[src/rtl/msrh_lsu_pkg.sv]
// Shared LSU definitions for the store-queue entry.
// Holds the store-queue entry state encoding, the replay counter sizing and the
// address bit below which a store-to-load forward is considered a doubleword match.
package msrh_lsu_pkg;

    // Replay counter width; the replay limit must fit in this many bits.
    localparam int STQ_REPLAY_W   = 4;
    localparam int STQ_MAX_REPLAY = 15;

    // Forwarding compares physical addresses at doubleword granularity.
    localparam int STQ_FWD_LSB = 3;

    typedef enum logic [3:0] {
        INIT       = 4'd0,
        TLB_HAZ    = 4'd1,
        WAIT_DATA  = 4'd2,
        READY      = 4'd3,
        DONE       = 4'd4,
        COMMIT     = 4'd5,
        L1D_CHECK  = 4'd6,
        WAIT_LRQ   = 4'd7,
        L1D_UPDATE = 4'd8
    } stq_state_t;

    // Saturating increment used for the replay counter.
    function automatic logic [STQ_REPLAY_W-1:0] replay_sat_inc(
        input logic [STQ_REPLAY_W-1:0] cnt,
        input logic [STQ_REPLAY_W-1:0] max_cnt
    );
        return (cnt >= max_cnt) ? max_cnt : cnt + 1'b1;
    endfunction

endpackage

[src/rtl/msrh_stq_entry_mp_if.sv]
// Bus bundle between a store-queue entry and its surrounding LSU logic.
// slave  : the entry (consumes dispatch/ex1/commit/L1D events, drives the entry view)
// master : the LSU side (drives events, observes the entry view and forward hits)
interface msrh_stq_entry_mp_if
    import msrh_lsu_pkg::*;
#(
    parameter int LSU_INST_NUM = 2,
    parameter int DATA_W       = 64,
    parameter int PADDR_W      = 56,
    parameter int RNID_W       = 7,
    parameter int WAKE_NUM     = 4,
    parameter int CMT_ID_W     = 6,
    parameter int GRP_W        = 4,
    parameter int LRQ_SIZE     = 8
) ();

    logic                         i_disp_load;
    logic [CMT_ID_W-1:0]          i_disp_cmt_id;
    logic [GRP_W-1:0]             i_disp_grp_id;
    logic [RNID_W-1:0]            i_disp_rs2_rnid;
    logic                         i_disp_rs2_ready;
    logic [WAKE_NUM-1:0]          i_wake_valid;
    logic [WAKE_NUM*RNID_W-1:0]   i_wake_rnid;
    logic                         i_ex1_valid;
    logic                         i_ex1_hazard;
    logic [PADDR_W-1:0]           i_ex1_paddr;
    logic [DATA_W/8-1:0]          i_ex1_be;
    logic                         i_ex1_data_valid;
    logic [DATA_W-1:0]            i_ex1_data;
    logic                         i_st_data_valid;
    logic [DATA_W-1:0]            i_st_data;
    logic [LSU_INST_NUM-1:0]      i_tlb_resolve;
    logic                         i_rerun_accept;
    logic                         i_commit_valid;
    logic [CMT_ID_W-1:0]          i_commit_cmt_id;
    logic [GRP_W-1:0]             i_commit_grp_id;
    logic                         i_flush;
    logic                         i_sq_accept;
    logic                         i_sq_rd_miss;
    logic                         i_sq_rd_conflict;
    logic [LRQ_SIZE-1:0]          i_sq_lrq_index_oh;
    logic                         i_lrq_resolve_valid;
    logic [LRQ_SIZE-1:0]          i_lrq_resolve_oh;
    logic                         i_sq_wr_conflict;
    logic [LSU_INST_NUM-1:0]      i_fwd_valid;
    logic [LSU_INST_NUM*PADDR_W-1:0] i_fwd_paddr;

    logic                         o_valid;
    stq_state_t                   o_state;
    logic [PADDR_W-1:0]           o_paddr;
    logic [DATA_W/8-1:0]          o_be;
    logic [DATA_W-1:0]            o_data;
    logic [CMT_ID_W-1:0]          o_cmt_id;
    logic [GRP_W-1:0]             o_grp_id;
    logic                         o_rerun_req;
    logic                         o_commit_req;
    logic [LSU_INST_NUM-1:0]      o_fwd_hit;
    logic                         o_replay_ovf;

    modport master (
        output i_disp_load, i_disp_cmt_id, i_disp_grp_id, i_disp_rs2_rnid, i_disp_rs2_ready,
        output i_wake_valid, i_wake_rnid,
        output i_ex1_valid, i_ex1_hazard, i_ex1_paddr, i_ex1_be, i_ex1_data_valid, i_ex1_data,
        output i_st_data_valid, i_st_data, i_tlb_resolve, i_rerun_accept,
        output i_commit_valid, i_commit_cmt_id, i_commit_grp_id, i_flush,
        output i_sq_accept, i_sq_rd_miss, i_sq_rd_conflict, i_sq_lrq_index_oh,
        output i_lrq_resolve_valid, i_lrq_resolve_oh, i_sq_wr_conflict,
        output i_fwd_valid, i_fwd_paddr,
        input  o_valid, o_state, o_paddr, o_be, o_data, o_cmt_id, o_grp_id,
        input  o_rerun_req, o_commit_req, o_fwd_hit, o_replay_ovf
    );

    modport slave (
        input  i_disp_load, i_disp_cmt_id, i_disp_grp_id, i_disp_rs2_rnid, i_disp_rs2_ready,
        input  i_wake_valid, i_wake_rnid,
        input  i_ex1_valid, i_ex1_hazard, i_ex1_paddr, i_ex1_be, i_ex1_data_valid, i_ex1_data,
        input  i_st_data_valid, i_st_data, i_tlb_resolve, i_rerun_accept,
        input  i_commit_valid, i_commit_cmt_id, i_commit_grp_id, i_flush,
        input  i_sq_accept, i_sq_rd_miss, i_sq_rd_conflict, i_sq_lrq_index_oh,
        input  i_lrq_resolve_valid, i_lrq_resolve_oh, i_sq_wr_conflict,
        input  i_fwd_valid, i_fwd_paddr,
        output o_valid, o_state, o_paddr, o_be, o_data, o_cmt_id, o_grp_id,
        output o_rerun_req, o_commit_req, o_fwd_hit, o_replay_ovf
    );

endinterface

[src/rtl/msrh_stq_rs2_wake_sel.sv]
// WAKE_NUM-way physical register id comparator for the store-data operand.
// Ports: i_wake_valid/i_wake_rnid - wakeup buses (rnid k at [k*RNID_W +: RNID_W]);
//        i_rs2_rnid - id the entry waits on; o_hit - any valid bus matches.
module msrh_stq_rs2_wake_sel #(
    parameter int WAKE_NUM = 4,
    parameter int RNID_W   = 7
) (
    input  logic [WAKE_NUM-1:0]        i_wake_valid,
    input  logic [WAKE_NUM*RNID_W-1:0] i_wake_rnid,
    input  logic [RNID_W-1:0]          i_rs2_rnid,
    output logic                       o_hit
);

    // OR-reduce the per-bus matches.
    always_comb begin
        o_hit = 1'b0;
        for (int k = 0; k < WAKE_NUM; k++) begin
            if (i_wake_valid[k] && (i_wake_rnid[k*RNID_W +: RNID_W] == i_rs2_rnid)) begin
                o_hit = 1'b1;
            end
        end
    end

endmodule

[src/rtl/msrh_stq_entry_mp.sv]
// One store-queue entry: tracks a store from dispatch through address/data
// capture, commit, L1D write and replay, and answers load-forwarding probes.
// Ports: i_clk, i_reset (synchronous, active-high); bus - slave side of
// msrh_stq_entry_mp_if carrying all event inputs and the entry view outputs.
module msrh_stq_entry_mp
    import msrh_lsu_pkg::*;
#(
    parameter int LSU_INST_NUM = 2,
    parameter int DATA_W       = 64,
    parameter int PADDR_W      = 56,
    parameter int RNID_W       = 7,
    parameter int WAKE_NUM     = 4,
    parameter int CMT_ID_W     = 6,
    parameter int GRP_W        = 4,
    parameter int LRQ_SIZE     = 8,
    parameter int MAX_REPLAY   = STQ_MAX_REPLAY
) (
    input  logic               i_clk,
    input  logic               i_reset,
    msrh_stq_entry_mp_if.slave bus
);

    localparam logic [STQ_REPLAY_W-1:0] MAX_CNT = STQ_REPLAY_W'(MAX_REPLAY);

    stq_state_t                state;
    logic                      valid;
    logic                      rs2_ready;
    logic                      got_data;
    logic                      replay_ovf;
    logic [CMT_ID_W-1:0]       cmt_id;
    logic [GRP_W-1:0]          grp_id;
    logic [RNID_W-1:0]         rs2_rnid;
    logic [PADDR_W-1:0]        paddr;
    logic [DATA_W/8-1:0]       be;
    logic [DATA_W-1:0]         data;
    logic [LRQ_SIZE-1:0]       lrq_oh;
    logic [STQ_REPLAY_W-1:0]   replay_cnt;
    logic [STQ_REPLAY_W-1:0]   replay_next;
    logic                      wake_hit;
    logic                      commit_match;
    logic                      flush_kill;

    msrh_stq_rs2_wake_sel #(
        .WAKE_NUM (WAKE_NUM),
        .RNID_W   (RNID_W)
    ) u_wake_sel (
        .i_wake_valid (bus.i_wake_valid),
        .i_wake_rnid  (bus.i_wake_rnid),
        .i_rs2_rnid   (rs2_rnid),
        .o_hit        (wake_hit)
    );

    // The committing instruction's own store survives a flush that it raises.
    assign commit_match = bus.i_commit_valid && (cmt_id == bus.i_commit_cmt_id) &&
                          (|(grp_id & bus.i_commit_grp_id));
    assign flush_kill   = bus.i_commit_valid && bus.i_flush &&
                          !((state == DONE) && commit_match);
    assign replay_next  = replay_sat_inc(replay_cnt, MAX_CNT);

    // Entry state machine; a flush overrides every other event.
    always_ff @(posedge i_clk) begin
        if (i_reset) begin
            state      <= INIT;
            valid      <= 1'b0;
            rs2_ready  <= 1'b0;
            got_data   <= 1'b0;
            replay_ovf <= 1'b0;
            cmt_id     <= '0;
            grp_id     <= '0;
            rs2_rnid   <= '0;
            paddr      <= '0;
            be         <= '0;
            data       <= '0;
            lrq_oh     <= '0;
            replay_cnt <= '0;
        end else begin
            if (wake_hit) begin
                rs2_ready <= 1'b1;
            end
            if (flush_kill) begin
                valid  <= 1'b0;
                state  <= INIT;
                cmt_id <= '0;
                grp_id <= '0;
            end else begin
                case (state)
                    INIT: begin
                        if (bus.i_disp_load) begin
                            valid      <= 1'b1;
                            cmt_id     <= bus.i_disp_cmt_id;
                            grp_id     <= bus.i_disp_grp_id;
                            rs2_rnid   <= bus.i_disp_rs2_rnid;
                            rs2_ready  <= bus.i_disp_rs2_ready;
                            got_data   <= 1'b0;
                            be         <= '0;
                            replay_cnt <= '0;
                        end else if (valid && bus.i_ex1_valid) begin
                            paddr <= bus.i_ex1_paddr;
                            be    <= bus.i_ex1_be;
                            if (bus.i_ex1_hazard) begin
                                state <= TLB_HAZ;
                            end else if (bus.i_ex1_data_valid) begin
                                data     <= bus.i_ex1_data;
                                got_data <= 1'b1;
                                state    <= DONE;
                            end else begin
                                state <= WAIT_DATA;
                            end
                        end
                    end
                    TLB_HAZ: begin
                        if (|bus.i_tlb_resolve) state <= READY;
                    end
                    WAIT_DATA: begin
                        if (bus.i_st_data_valid) begin
                            data     <= bus.i_st_data;
                            got_data <= 1'b1;
                            state    <= DONE;
                        end else if (rs2_ready) begin
                            state <= READY;
                        end
                    end
                    READY: begin
                        if (bus.i_rerun_accept) state <= INIT;
                    end
                    DONE: begin
                        if (commit_match) state <= COMMIT;
                    end
                    COMMIT: begin
                        if (bus.i_sq_accept) state <= L1D_CHECK;
                    end
                    L1D_CHECK: begin
                        if (bus.i_sq_rd_miss) begin
                            lrq_oh <= bus.i_sq_lrq_index_oh;
                            state  <= WAIT_LRQ;
                        end else if (bus.i_sq_rd_conflict) begin
                            replay_cnt <= replay_next;
                            replay_ovf <= replay_ovf | (replay_next == MAX_CNT);
                            state      <= COMMIT;
                        end else begin
                            state <= L1D_UPDATE;
                        end
                    end
                    WAIT_LRQ: begin
                        // An empty LRQ index means the miss was already resolved.
                        if ((lrq_oh == '0) ||
                            (bus.i_lrq_resolve_valid && (bus.i_lrq_resolve_oh == lrq_oh))) begin
                            state <= COMMIT;
                        end
                    end
                    L1D_UPDATE: begin
                        if (bus.i_sq_wr_conflict) begin
                            replay_cnt <= replay_next;
                            replay_ovf <= replay_ovf | (replay_next == MAX_CNT);
                            state      <= COMMIT;
                        end else begin
                            valid <= 1'b0;
                            state <= INIT;
                        end
                    end
                    default: state <= INIT;
                endcase
            end
        end
    end

    assign bus.o_valid      = valid;
    assign bus.o_state      = state;
    assign bus.o_paddr      = paddr;
    assign bus.o_be         = be;
    assign bus.o_data       = data;
    assign bus.o_cmt_id     = cmt_id;
    assign bus.o_grp_id     = grp_id;
    assign bus.o_rerun_req  = (state == READY);
    assign bus.o_commit_req = (state == COMMIT);
    assign bus.o_replay_ovf = replay_ovf;

    // Forward hits compare at doubleword granularity and need captured data.
    for (genvar p = 0; p < LSU_INST_NUM; p++) begin : g_fwd
        assign bus.o_fwd_hit[p] = bus.i_fwd_valid[p] & valid & got_data & (|be) &
            (paddr[PADDR_W-1:STQ_FWD_LSB] ==
             bus.i_fwd_paddr[p*PADDR_W+STQ_FWD_LSB +: PADDR_W-STQ_FWD_LSB]);
    end

    // A dispatch may only reallocate an entry sitting in INIT.
    a_disp_only_in_init: assert property (@(posedge i_clk) disable iff (i_reset)
        !(bus.i_disp_load && (state != INIT)));

endmodule
[src/flat_wrapper.sv]
// flat-port wrapper written by rule: the top's interface ports become plain ports
module msrh_stq_entry_mp_flat import msrh_lsu_pkg::*;
#(
    parameter int LSU_INST_NUM = 2,
    parameter int DATA_W       = 64,
    parameter int PADDR_W      = 56,
    parameter int RNID_W       = 7,
    parameter int WAKE_NUM     = 4,
    parameter int CMT_ID_W     = 6,
    parameter int GRP_W        = 4,
    parameter int LRQ_SIZE     = 8,
    parameter int MAX_REPLAY   = STQ_MAX_REPLAY
)
  (i_clk, i_reset, bus_i_disp_load, bus_i_disp_cmt_id, bus_i_disp_grp_id, bus_i_disp_rs2_rnid, bus_i_disp_rs2_ready, bus_i_wake_valid, bus_i_wake_rnid, bus_i_ex1_valid, bus_i_ex1_hazard, bus_i_ex1_paddr, bus_i_ex1_be, bus_i_ex1_data_valid, bus_i_ex1_data, bus_i_st_data_valid, bus_i_st_data, bus_i_tlb_resolve, bus_i_rerun_accept, bus_i_commit_valid, bus_i_commit_cmt_id, bus_i_commit_grp_id, bus_i_flush, bus_i_sq_accept, bus_i_sq_rd_miss, bus_i_sq_rd_conflict, bus_i_sq_lrq_index_oh, bus_i_lrq_resolve_valid, bus_i_lrq_resolve_oh, bus_i_sq_wr_conflict, bus_i_fwd_valid, bus_i_fwd_paddr, bus_o_valid, bus_o_state, bus_o_paddr, bus_o_be, bus_o_data, bus_o_cmt_id, bus_o_grp_id, bus_o_rerun_req, bus_o_commit_req, bus_o_fwd_hit, bus_o_replay_ovf);
  msrh_stq_entry_mp_if #(.LSU_INST_NUM(LSU_INST_NUM), .DATA_W(DATA_W), .PADDR_W(PADDR_W), .RNID_W(RNID_W), .WAKE_NUM(WAKE_NUM), .CMT_ID_W(CMT_ID_W), .GRP_W(GRP_W), .LRQ_SIZE(LRQ_SIZE)) bus_i ();
  input  logic i_clk;
  input  logic i_reset;
  input wire logic [$bits(bus_i.i_disp_load)-1:0] bus_i_disp_load;
  input wire logic [$bits(bus_i.i_disp_cmt_id)-1:0] bus_i_disp_cmt_id;
  input wire logic [$bits(bus_i.i_disp_grp_id)-1:0] bus_i_disp_grp_id;
  input wire logic [$bits(bus_i.i_disp_rs2_rnid)-1:0] bus_i_disp_rs2_rnid;
  input wire logic [$bits(bus_i.i_disp_rs2_ready)-1:0] bus_i_disp_rs2_ready;
  input wire logic [$bits(bus_i.i_wake_valid)-1:0] bus_i_wake_valid;
  input wire logic [$bits(bus_i.i_wake_rnid)-1:0] bus_i_wake_rnid;
  input wire logic [$bits(bus_i.i_ex1_valid)-1:0] bus_i_ex1_valid;
  input wire logic [$bits(bus_i.i_ex1_hazard)-1:0] bus_i_ex1_hazard;
  input wire logic [$bits(bus_i.i_ex1_paddr)-1:0] bus_i_ex1_paddr;
  input wire logic [$bits(bus_i.i_ex1_be)-1:0] bus_i_ex1_be;
  input wire logic [$bits(bus_i.i_ex1_data_valid)-1:0] bus_i_ex1_data_valid;
  input wire logic [$bits(bus_i.i_ex1_data)-1:0] bus_i_ex1_data;
  input wire logic [$bits(bus_i.i_st_data_valid)-1:0] bus_i_st_data_valid;
  input wire logic [$bits(bus_i.i_st_data)-1:0] bus_i_st_data;
  input wire logic [$bits(bus_i.i_tlb_resolve)-1:0] bus_i_tlb_resolve;
  input wire logic [$bits(bus_i.i_rerun_accept)-1:0] bus_i_rerun_accept;
  input wire logic [$bits(bus_i.i_commit_valid)-1:0] bus_i_commit_valid;
  input wire logic [$bits(bus_i.i_commit_cmt_id)-1:0] bus_i_commit_cmt_id;
  input wire logic [$bits(bus_i.i_commit_grp_id)-1:0] bus_i_commit_grp_id;
  input wire logic [$bits(bus_i.i_flush)-1:0] bus_i_flush;
  input wire logic [$bits(bus_i.i_sq_accept)-1:0] bus_i_sq_accept;
  input wire logic [$bits(bus_i.i_sq_rd_miss)-1:0] bus_i_sq_rd_miss;
  input wire logic [$bits(bus_i.i_sq_rd_conflict)-1:0] bus_i_sq_rd_conflict;
  input wire logic [$bits(bus_i.i_sq_lrq_index_oh)-1:0] bus_i_sq_lrq_index_oh;
  input wire logic [$bits(bus_i.i_lrq_resolve_valid)-1:0] bus_i_lrq_resolve_valid;
  input wire logic [$bits(bus_i.i_lrq_resolve_oh)-1:0] bus_i_lrq_resolve_oh;
  input wire logic [$bits(bus_i.i_sq_wr_conflict)-1:0] bus_i_sq_wr_conflict;
  input wire logic [$bits(bus_i.i_fwd_valid)-1:0] bus_i_fwd_valid;
  input wire logic [$bits(bus_i.i_fwd_paddr)-1:0] bus_i_fwd_paddr;
  output wire logic [$bits(bus_i.o_valid)-1:0] bus_o_valid;
  output wire logic [$bits(bus_i.o_state)-1:0] bus_o_state;
  output wire logic [$bits(bus_i.o_paddr)-1:0] bus_o_paddr;
  output wire logic [$bits(bus_i.o_be)-1:0] bus_o_be;
  output wire logic [$bits(bus_i.o_data)-1:0] bus_o_data;
  output wire logic [$bits(bus_i.o_cmt_id)-1:0] bus_o_cmt_id;
  output wire logic [$bits(bus_i.o_grp_id)-1:0] bus_o_grp_id;
  output wire logic [$bits(bus_i.o_rerun_req)-1:0] bus_o_rerun_req;
  output wire logic [$bits(bus_i.o_commit_req)-1:0] bus_o_commit_req;
  output wire logic [$bits(bus_i.o_fwd_hit)-1:0] bus_o_fwd_hit;
  output wire logic [$bits(bus_i.o_replay_ovf)-1:0] bus_o_replay_ovf;
  assign bus_i.i_disp_load = bus_i_disp_load;
  assign bus_i.i_disp_cmt_id = bus_i_disp_cmt_id;
  assign bus_i.i_disp_grp_id = bus_i_disp_grp_id;
  assign bus_i.i_disp_rs2_rnid = bus_i_disp_rs2_rnid;
  assign bus_i.i_disp_rs2_ready = bus_i_disp_rs2_ready;
  assign bus_i.i_wake_valid = bus_i_wake_valid;
  assign bus_i.i_wake_rnid = bus_i_wake_rnid;
  assign bus_i.i_ex1_valid = bus_i_ex1_valid;
  assign bus_i.i_ex1_hazard = bus_i_ex1_hazard;
  assign bus_i.i_ex1_paddr = bus_i_ex1_paddr;
  assign bus_i.i_ex1_be = bus_i_ex1_be;
  assign bus_i.i_ex1_data_valid = bus_i_ex1_data_valid;
  assign bus_i.i_ex1_data = bus_i_ex1_data;
  assign bus_i.i_st_data_valid = bus_i_st_data_valid;
  assign bus_i.i_st_data = bus_i_st_data;
  assign bus_i.i_tlb_resolve = bus_i_tlb_resolve;
  assign bus_i.i_rerun_accept = bus_i_rerun_accept;
  assign bus_i.i_commit_valid = bus_i_commit_valid;
  assign bus_i.i_commit_cmt_id = bus_i_commit_cmt_id;
  assign bus_i.i_commit_grp_id = bus_i_commit_grp_id;
  assign bus_i.i_flush = bus_i_flush;
  assign bus_i.i_sq_accept = bus_i_sq_accept;
  assign bus_i.i_sq_rd_miss = bus_i_sq_rd_miss;
  assign bus_i.i_sq_rd_conflict = bus_i_sq_rd_conflict;
  assign bus_i.i_sq_lrq_index_oh = bus_i_sq_lrq_index_oh;
  assign bus_i.i_lrq_resolve_valid = bus_i_lrq_resolve_valid;
  assign bus_i.i_lrq_resolve_oh = bus_i_lrq_resolve_oh;
  assign bus_i.i_sq_wr_conflict = bus_i_sq_wr_conflict;
  assign bus_i.i_fwd_valid = bus_i_fwd_valid;
  assign bus_i.i_fwd_paddr = bus_i_fwd_paddr;
  assign bus_o_valid = bus_i.o_valid;
  assign bus_o_state = bus_i.o_state;
  assign bus_o_paddr = bus_i.o_paddr;
  assign bus_o_be = bus_i.o_be;
  assign bus_o_data = bus_i.o_data;
  assign bus_o_cmt_id = bus_i.o_cmt_id;
  assign bus_o_grp_id = bus_i.o_grp_id;
  assign bus_o_rerun_req = bus_i.o_rerun_req;
  assign bus_o_commit_req = bus_i.o_commit_req;
  assign bus_o_fwd_hit = bus_i.o_fwd_hit;
  assign bus_o_replay_ovf = bus_i.o_replay_ovf;
  msrh_stq_entry_mp #(.LSU_INST_NUM(LSU_INST_NUM), .DATA_W(DATA_W), .PADDR_W(PADDR_W), .RNID_W(RNID_W), .WAKE_NUM(WAKE_NUM), .CMT_ID_W(CMT_ID_W), .GRP_W(GRP_W), .LRQ_SIZE(LRQ_SIZE), .MAX_REPLAY(MAX_REPLAY)) u_core (.i_clk(i_clk), .i_reset(i_reset), .bus(bus_i));
endmodule
[config.mk]
export PLATFORM = sky130hd
export DESIGN_NAME = msrh_stq_entry_mp_flat
export DESIGN_NICKNAME = d
export VERILOG_FILES = /design/src/rtl/msrh_lsu_pkg.sv /design/src/rtl/msrh_stq_entry_mp_if.sv /design/src/rtl/msrh_stq_rs2_wake_sel.sv /design/src/rtl/msrh_stq_entry_mp.sv /design/src/flat_wrapper.sv
export SDC_FILE = /design/constraint.sdc
export NUM_CORES = 1
export LEC_CHECK = 0
export BUFFER_PORTS_ARGS = -buffer_cell sky130_fd_sc_hd__buf_2
export CELL_PAD_IN_SITES_DETAIL_PLACEMENT = 0
export CELL_PAD_IN_SITES_GLOBAL_PLACEMENT = 1
export CORE_AREA = 2 2 210 212
export DETAILED_ROUTE_END_ITERATION = 10
export DIE_AREA = 0 0 212 214
export GPL_ROUTABILITY_DRIVEN = 0
export GPL_TIMING_DRIVEN = 1
export PLACE_DENSITY_LB_ADDON = 0.1
export SLEW_MARGIN = 10
export SYNTH_ARGS = -nofsm -noshare
export SYNTH_HDL_FRONTEND = slang
export SYNTH_SLANG_ARGS = --single-unit
export TNS_END_PERCENT = 30
[constraint.sdc]
create_clock -name i_clk -period 2.7 [get_ports i_clk]
set_input_delay 0.54 -clock i_clk [delete_from_list [all_inputs] [get_ports i_clk]]
set_output_delay 0.54 -clock i_clk [all_outputs]
set_load 0.01 [all_outputs]
==> results of run 1 <==
[final cells by class]
| cell class | count | share of cell area (%) |
|---|---|---|
| antenna | 5 | 0.09030 |
| clock buffer | 19 | 3.197 |
| clock inverter | 13 | 0.8940 |
| inverter | 11 | 0.2980 |
| multi-input combinational | 773 | 43.52 |
| sequential | 165 | 24.19 |
| tap | 585 | 5.283 |
| timing repair buffer | 580 | 22.53 |
[worst reg2reg max path, cell delays in order (launching register included)]
cell and delay, ns:
dfxtp_1 0.55, nor4b_2 0.52, o22ai_1 0.19, a21oi_4 0.17, buf_12 0.19, buf_4 0.30
nor2_1 0.07, a211oi_1 0.21
[cell families after synthesis]
kind of cell | after synthesis | share of synthesized area (%)
compound gates | 153 | 14.29
xor+xnor | 141 | 12.86
fa+ha+maj | 1 | 0.1302
buf+inv | 81 | 4.494
flops | 165 | 34.39
mux | 130 | 13.55
simple gates | 348 | 20.29
[what timing repair did]
item / in CTS / in global routing
pin swaps: 10 / 8
resized for setup: 36 / 16
gates cloned: 0 / 0
setup endpoints to repair: 2 / 2
buffers inserted: 3 / 0
[cells in the mapped netlist (2+ instances only)]
master / instances
nand2_1: 48
inv_1: 11
nor2_1: 86
or3b_2: 2
buf_12: 4
xnor2_1: 72
a21boi_0: 2
and2_1: 2
nor2b_1: 3
buf_6: 3
clkbuf_1: 35
a211o_1: 2
nor4b_4: 2
dfxtp_1: 165
buf_4: 2
nor3_1: 11
a31oi_1: 2
a211oi_2: 61
nand3b_1: 3
o31ai_1: 4
a22oi_1: 4
nor3b_1: 3
nor4_1: 24
nand4_1: 22
a221oi_1: 2
a21oi_1: 35
xor2_1: 69
o22ai_1: 4
nor4_4: 2
a41oi_1: 2
o21ai_1: 8
buf_2: 26
o21ai_0: 5
nand2b_1: 116
a211oi_1: 8
nand4b_1: 8
nand3_1: 7
mux2i_1: 130
o311ai_0: 2
[routing by layer]
| layer | GRT usage, % | vias up | wire length [um] |
|---|---|---|---|
| met5 | 0 | - | 143 |
| met4 | 5.587 | 22 | 622 |
| met3 | 6.319 | 50 | 3111 |
| met2 | 30.08 | 290 | 20000 |
| met1 | 22.39 | 4265 | 18250 |
| li1 | - | 4637 | - |
[flip-flops by register name, indices dropped and copies added (netlist names)]
signal,flops
u_core.bus.o_state,4
u_core.bus.o_paddr,56
u_core.lrq_oh,8
u_core.bus.o_be,8
u_core.got_data,1
u_core.bus.o_replay_ovf,1
u_core.rs2_rnid,7
u_core.bus.o_data,64
u_core.bus.o_valid,1
u_core.rs2_ready,1
u_core.bus.o_cmt_id,6
u_core.bus.o_grp_id,4
u_core.replay_cnt,4
[worst paths after layout]
kind,from,to,slack [ns],cells past startpoint
setup reg to reg,u_core.bus.o_state[2]$_SDFFE_PP0P_,u_core.bus.o_data[35]$_SDFFE_PP0P_,0.41,7
hold reg to reg,u_core.bus.o_paddr[0]$_SDFFE_PP0P_,u_core.bus.o_paddr[0]$_SDFFE_PP0P_,0.48,2
setup / recovery,u_core.bus.o_paddr[28]$_SDFFE_PP0P_,bus_o_fwd_hit[0],0.12,7
hold / removal,bus_i_sq_rd_conflict,u_core.bus.o_state[3]$_SDFFE_PP0P_,0.25,2
[per-stage QoR]
step / util [%] / power, uW / instance area (um2)
floorplan: - / 4564 / 9605
global placement: 30.45 / 5624 / 13060
detailed placement: 30.45 / 5641 / 13060
CTS: 32.12 / 8215 / 13780
global route: 32.30 / 8571 / 13850
finish: 32.31 / 8069 / 13860
[power groups by stage]
stage	logic, uW	clock network, uW	registers (uW)
final	2550	2500	3020
after global routing	2810	2700	3060
after CTS	2580	2610	3020
after detailed placement	2560	0	3080
after global placement	2550	0	3070
after floorplan	1480	0	3080
==> metrics.md, run 1 <==
| Metric | Value |
|---|---|
| Endpoints failing hold | `0` |
| Root buf cell | `clkbuf_16` |
| Final WL | `around 42000 um` |
| Die area | `roughly 45000 um2` |
| Multi-input gate area | `between 6000 and 7000 um2` |
| Avg WL per Cell | `just under 20 um` |
| Setup_tns | `0 ns` |
| Vias | `slightly above 9k` |
| Top-area cell type share of the netlist area | `about a third` |
| Critical Path Start Type | `flip-flop` |
| CTS tree | `done` |
| Setup crit end kind | `output port` |
| RSZ-0062 raised after global routing | `yes` |
| Hold slack | `around 0.25 ns` |
| Sequential power share | `between 30% and 40%` |
| Worst endpoint required time | `roughly 2.2 ns` |
| Initial Util | `22.40%` |
| # H-tree levels | `4` |
| Worst-Margin Slew | `0.5711 ns` |
| CP cell instances | `xnor2_2, nand4_1, nor4_4, buf_4, nand4_1, nor3_1, buf_2` |
| Initial antenna violation count | `16` |
| Drc violations | `0` |
| Detailed Place HPWL | `34230 um` |
| Register area | `3352 um2` |
| Ys Warns | `0` |
| Sw Share | `a little over a third` |
| Layout cells sized above 1 | `~47%` |
| Most common cell after layout, fill and taps aside | `buf_2` |
| Leading area contributor after synthesis | `dfxtp_1` |
| Finished Layout Cells | `around 2.2k` |
| Seq cells post-synth | `between 150 and 200` |
| Lkg Pwr | `a little under 0.006 uW` |
| First-pass iteration count of the detailed router | `4` |
| Sw power | `about 2900 uW` |
| Number of flops mapped to enable cells by yosys | `0` |
| Critical path fanouts, max | `2` |
| Crit path DAT | `between 2 and 2.5 ns` |
| Worst Setup Path Type | `flip-flop to output port` |
| Drt via density | `approximately 4.3` |
| Area grow syn2layout | `44.25%` |
| Synth top area cells | `dfxtp_1 34%, mux2i_1 14%, a211oi_2 7.9%` |
| Port Buffer Count | `540` |
| Global-route wire length before repair | `~60000 um` |
| Vias in the first global route | `9316` |
| Iter 0 DRT Violations | `between 400 and 500` |
| Status | `complete, no violations` |
| Crit-path max cell delay | `0.34 ns` |
| Setup WS pre-CTS | `around 0.091 ns` |
| # setup viols final | `0` |
| Post-synth cell types | `slightly above 60` |
| PwrDens | `just under 600 nW/um2` |
| Worst slew margin | `around 62%` |
| Synth Flop Type | `dfxtp_1` |
| Max VDD drop | `between 0.0003 and 0.0004 V` |
| Combinational power share | `31.6%` |
| Total CTS buffers | `17` |
| Most used cell, CP | `nand4_1` |
| Cell-internal power | `~5200 uW` |
| Skew final | `~0.016 ns` |
| Top Family by Delay on Critical Path | `simple AND/OR/NAND/NOR gates` |
| Final Cycle Share | `around 96%` |
| Share of flip-flops with an asynchronous set or reset | `0%` |
| Clock Path Buffers | `2` |
| Largest net degree at the start of global routing | `between 90 and 100` |
| Max-slew violation count | `0` |
| Worst path bufs/invs | `2` |
| Placed cell count | `2111` |
| Clk pwr share | `31.0%` |
| Post-CTS Hold Fix Bufs | `0` |
| Post-Syn Area | `9605 um2` |
| Final global-route overflow total | `0` |
| Height of the die | `between 200 and 250 um` |
| Mean area per synthesized cell | `9.426 um2` |
| Row Count | `between 70 and 80` |
| Clock-pin slew on the worst setup and hold paths | `0.08 ns` |
| Max Freq | `~0.39 GHz` |
| Min Clock Period, post-route | `roughly 2.6 ns` |
| Seq/Total Area, Yosys | `about 34%` |
| IO Count | `between 500 and 600` |
| Nets | `1948` |
| Most frequent cells in the layout | `539 x buf_2, 140 x dfxtp_1, 130 x mux2i_1` |
| Worst-skew pair later-pin latency | `slightly below 0.5 ns` |
| Slowest cell on crit path | `dfxtp_1` |
| ANT nets after route | `0` |
| Gate Count Post-Synth | `~1.0k` |
| Fill count | `4664` |
| Die X | `between 200 and 250 um` |
| Core area | `approximately 43000 um2` |
| Tot GR Track Use | `between 10% and 20%` |
| Worst min path class | `input pin to flip-flop` |
| Num Clock Sinks | `165` |
| Worst Slack Setup Final | `between 0.1 and 0.15 ns` |
| Post-Syn Nets | `~1.4k` |
| Max_cap viols | `0` |
(Power assumes the default switching activity.)
==> inputs of run 2 (changes only) <==
Settings changed: CORE_AREA 2 2 210 212 to 2 2 213 215, DIE_AREA 0 0 212 214 to 0 0 215 217, SYNTH_HIERARCHICAL set to 1.
==> run 2 against run 1 <==
  * Flip-flop and latch count did not move
  * Clock skew decreased by 0.0048 ns
  * Via count fell by 1.5%
  * Clock-buffer cell count is 3 higher
  * Clock power shrank 3%
  * Combinational power is essentially flat
  * Sequential share of layout area increased by 1.3 points
  * Sequential power is essentially flat
  * Register-to-register slack better by 0.09 ns
  * Global-route usage decreased by 1.7 points
==> metrics.md, run 2 <==
| Metric | Value |
|---|---|
| Status | `complete, no violations (unchanged)` |
| Critical path fanouts, max | `4 (was 2)` |
| Crit-path max cell delay | `0.36 ns (was 0.34 ns)` |
| Worst endpoint required time | `2.16 ns (about the same)` |
| Max Freq | `0.3860 GHz (was 0.3869 GHz)` |
| Sw Share | `34.30% (was 35.41%)` |
| Setup crit end kind | `output port (unchanged)` |
| Initial antenna violation count | `5 (was 16)` |
| Num Clock Sinks | `165 (unchanged)` |
| Core area | `44700 um2 (was 42890 um2)` |
| Largest register FFs | `64 (unchanged)` |
| Max_cap viols | `0 (unchanged)` |
| Fill count | `4964 (was 4664)` |
| Top Family by Delay on Critical Path | `simple AND/OR/NAND/NOR gates (unchanged)` |
| PwrDens | `609.9 nW/um2 (was 582.3 nW/um2)` |
| Synth top area cells | `dfxtp_1 37%, a211oi_2 8.9%, mux2i_1 8.0% (was dfxtp_1 34%, mux2i_1 14%, a211oi_2 7.9%)` |
| Critical Path Start Type | `flip-flop (unchanged)` |
| Post-Syn Area | `8982 um2 (was 9605 um2)` |
| Area grow syn2layout | `45.22% (was 44.25%)` |
| Setup_tns | `0 ns (unchanged)` |
| Vias | `9128 (was 9264)` |
| Layout Utilization | `29.18% (was 32.31%)` |
| Tot GR Track Use | `16.62% (was 18.30%)` |
| Worst min path class | `input pin to flip-flop (unchanged)` |
| Final Cycle Share | `95.95% (was 95.72%)` |
| Most used cell, CP | `nand4_1 (unchanged)` |
| Ys Warns | `6 (was 0)` |
| Mean area per synthesized cell | `8.911 um2 (was 9.426 um2)` |
| Worst-Margin Slew | `0.6771 ns (was 0.5711 ns)` |
| Slowest cell on crit path | `dfxtp_2 (was dfxtp_1)` |
| Sequential power share | `37.7% (was 37.4%)` |
| Post-CTS Setup Bufs | `0 (was 3)` |
| Die area | `46660 um2 (was 45370 um2)` |
| Iter 0 DRT Violations | `405 (was 455)` |
| Height of the die | `217 um (was 214 um)` |
| Worst path bufs/invs | `1 (was 2)` |
| Clock-pin slew on the worst setup and hold paths | `0.07 ns (was 0.08 ns)` |
| # H-tree levels | `4 (unchanged)` |
| Drt via density | `4.236 (was 4.307)` |
| Skew final | `0.01114 ns (was 0.01595 ns)` |
| Combinational power share | `31.8% (was 31.6%)` |
| First-pass iteration count of the detailed router | `5 (was 4)` |
| Initial Util | `20.10% (was 22.40%)` |
| Seq cells post-synth | `165 (unchanged)` |
| Most common cell after layout, fill and taps aside | `buf_2 (unchanged)` |
| Post-Syn Nets | `1408 (was 1419)` |
| Detailed Place HPWL | `32840 um (was 34230 um)` |
| Crit path DAT | `2.05 ns (was 2.04 ns)` |
| IO Count | `547 (unchanged)` |
| Root buf cell | `clkbuf_16 (unchanged)` |
| Total CTS buffers | `17 (unchanged)` |
| Max VDD drop | `0.0003182 V (was 0.0003841 V)` |
| Row Count | `78 (was 76)` |
| Most frequent cells in the layout | `539 x buf_2, 165 x nand2_1, 152 x dfxtp_1 (was 539 x buf_2, 140 x dfxtp_1, 130 x mux2i_1)` |
| Number of flops mapped to enable cells by yosys | `0 (unchanged)` |
| Vias in the first global route | `8898 (was 9316)` |
| Endpoints failing hold | `0 (unchanged)` |
| Seq/Total Area, Yosys | `36.77% (was 34.39%)` |
| Global-route wire length before repair | `57480 um (was 60420 um)` |
| Sw power | `2729 uW (was 2857 uW)` |
| Final WL | `40410 um (was 42130 um)` |
| Worst Setup Path Type | `flip-flop to output port (unchanged)` |
| Top-area cell type share of the netlist area | `36.77% (was 34.39%)` |
| Top post-synthesis cells by count | `165 x dfxtp_1, 165 x nand2_1, 91 x a21oi_1, 91 x nor2_1, 82 x xor2_1 (was 165 x dfxtp_1, 130 x mux2i_1, 116 x nand2b_1, 86 x nor2_1, 72 x xnor2_1)` |
| Share of flip-flops with an asynchronous set or reset | `0% (unchanged)` |
| Worst-skew pair later-pin latency | `0.45 ns (was 0.49 ns)` |
| Worst slew margin | `54.86% (was 61.88%)` |
| Lkg Pwr | `0.005666 uW (was 0.005930 uW)` |
| Post-CTS Hold Fix Bufs | `0 (unchanged)` |
| ANT nets after route | `0 (unchanged)` |
| Nets | `1940 (was 1948)` |
| Layout cells sized above 1 | `45.14% (was 46.70%)` |
| Max-slew violation count | `0 (unchanged)` |
| CP cell instances | `xnor2_2, nand4_1, nor4_2, nand4_1, nor3_1, buf_2 (was xnor2_2, nand4_1, nor4_4, buf_4, nand4_1, nor3_1, buf_2)` |
| Largest net degree at the start of global routing | `100 (was 93)` |
| CTS tree | `done (unchanged)` |
| RSZ-0062 raised after global routing | `yes (unchanged)` |
| Leading area contributor after synthesis | `dfxtp_1 (unchanged)` |
| Port Buffer Count | `540 (unchanged)` |
| Die X | `215 um (was 212 um)` |
| Cell-internal power | `5227 uW (was 5211 uW)` |
| Synth Flop Type | `dfxtp_1 (unchanged)` |
| Clk pwr share | `30.6% (was 31.0%)` |
| Drc violations | `0 (unchanged)` |
| Gate Count Post-Synth | `1008 (was 1019)` |
| Final global-route overflow total | `0 (unchanged)` |
| Clock Path Buffers | `2 (unchanged)` |
| Avg WL per Cell | `18.75 um (was 19.59 um)` |
| Min Clock Period, post-route | `2.591 ns (was 2.584 ns)` |
| Post-synth cell types | `62 (was 61)` |
| # setup viols final | `0 (unchanged)` |
[run 2: changes by cell type in the layout (fill, tap and decap cells not counted), sizes merged, moves of 7 or more]
cell / delta
a21oi: +56
inv: -8
mux2i: -58
nand2: +117
nand2b: -110
nand3b: +7
nand4b: -7
xor2: +13
[run 2: final timing paths]
kind	from	slack, ns	to	cells after the start
worst max register to register	u_core/bus.o_state[3]$_SDFFE_PP0P_	0.50	u_core/replay_cnt[2]$_SDFFE_PP0P_	5
worst min register to register	u_core/bus.o_paddr[0]$_SDFFE_PP0P_	0.45	u_core/bus.o_paddr[0]$_SDFFE_PP0P_	2
worst min-delay path	bus_i_sq_rd_conflict	0.30	u_core/bus.o_state[3]$_SDFFE_PP0P_	2
worst max-delay path	u_core/bus.o_paddr[51]$_SDFFE_PP0P_	0.11	bus_o_fwd_hit[1]	6
[run 2: cell families (layout without fill, tap and decap cells)]
| kind of cell | after synthesis | count (layout) | share of synthesized area (%) |
|---|---|---|---|
| AND/OR/NAND/NOR | 362 | 362 | 18.55 |
| AO/OA/AOI/OAI | 191 | 191 | 17.22 |
| flip-flops | 165 | 165 | 36.77 |
| XOR/XNOR | 148 | 148 | 14.43 |
| multiplexers | 72 | 72 | 8.023 |
| buffers and inverters | 69 | 614 | 4.861 |
| adder cells (fa/ha/maj) | 1 | 1 | 0.1393 |
| other | 0 | 2 | 0 |
[run 2: what timing repair did]
item                       4_1_cts  5_1_grt
setup endpoints to repair        2        2
pin swaps                        4        1
resized for setup                8       14
[run 2: area by class of cell]
| type | count | area [um2] | area share (%) |
|---|---|---|---|
| Antenna cell | 2 | 5.005 | 0.03837 |
| Clock buffer | 22 | 474.2 | 3.635 |
| Clock inverter | 10 | 96.34 | 0.7386 |
| Inverter | 6 | 22.52 | 0.1727 |
| Multi-Input combinational cell | 774 | 5306 | 40.68 |
| Sequential cell | 165 | 3322 | 25.47 |
| Tap cell | 600 | 750.7 | 5.755 |
| Timing Repair Buffer | 576 | 3067 | 23.51 |
[run 2: power groups by stage]
stage	clock network [uW]	registers, uW	logic, uW
2_1_floorplan	0	3170	1510
3_3_place_gp	0	3050	2540
3_5_place_dp	0	3060	2550
4_1_cts	2540	3000	2560
5_1_grt	2650	3040	2780
6_report	2430	3000	2530
[run 2: per-layer routing]
layer	track usage, %	part of all wire [%]
met3	5.297	7.1
met5	0	0.10
met1	20.66	44
met4	3.701	0.97
met2	28.07	48
[run 2: worst reg2reg max path, cell delays in order (launching register included)]
cell	delay, ns
dfxtp_1	0.73
or3b_1	0.40
a21o_1	0.22
nor4_2	0.42
o21ai_0	0.18
a21oi_1	0.17
[run 2: stage by stage]
step	instances	area, um2	power [uW]	setup WS (ns)	hold slack [ns]
5_1_grt	2154	13040	8467	-0.04192	0.2759
6_report	2155	13040	7955	0.1094	0.3031
3_5_place_dp	2121	12400	5615	0.1293	0.4464
2_1_floorplan	1008	8982	4674	0.7161	0.4621
4_1_cts	2153	13000	8111	0.01405	0.2607
3_3_place_gp	2121	12400	5585	0.1221	0.4423
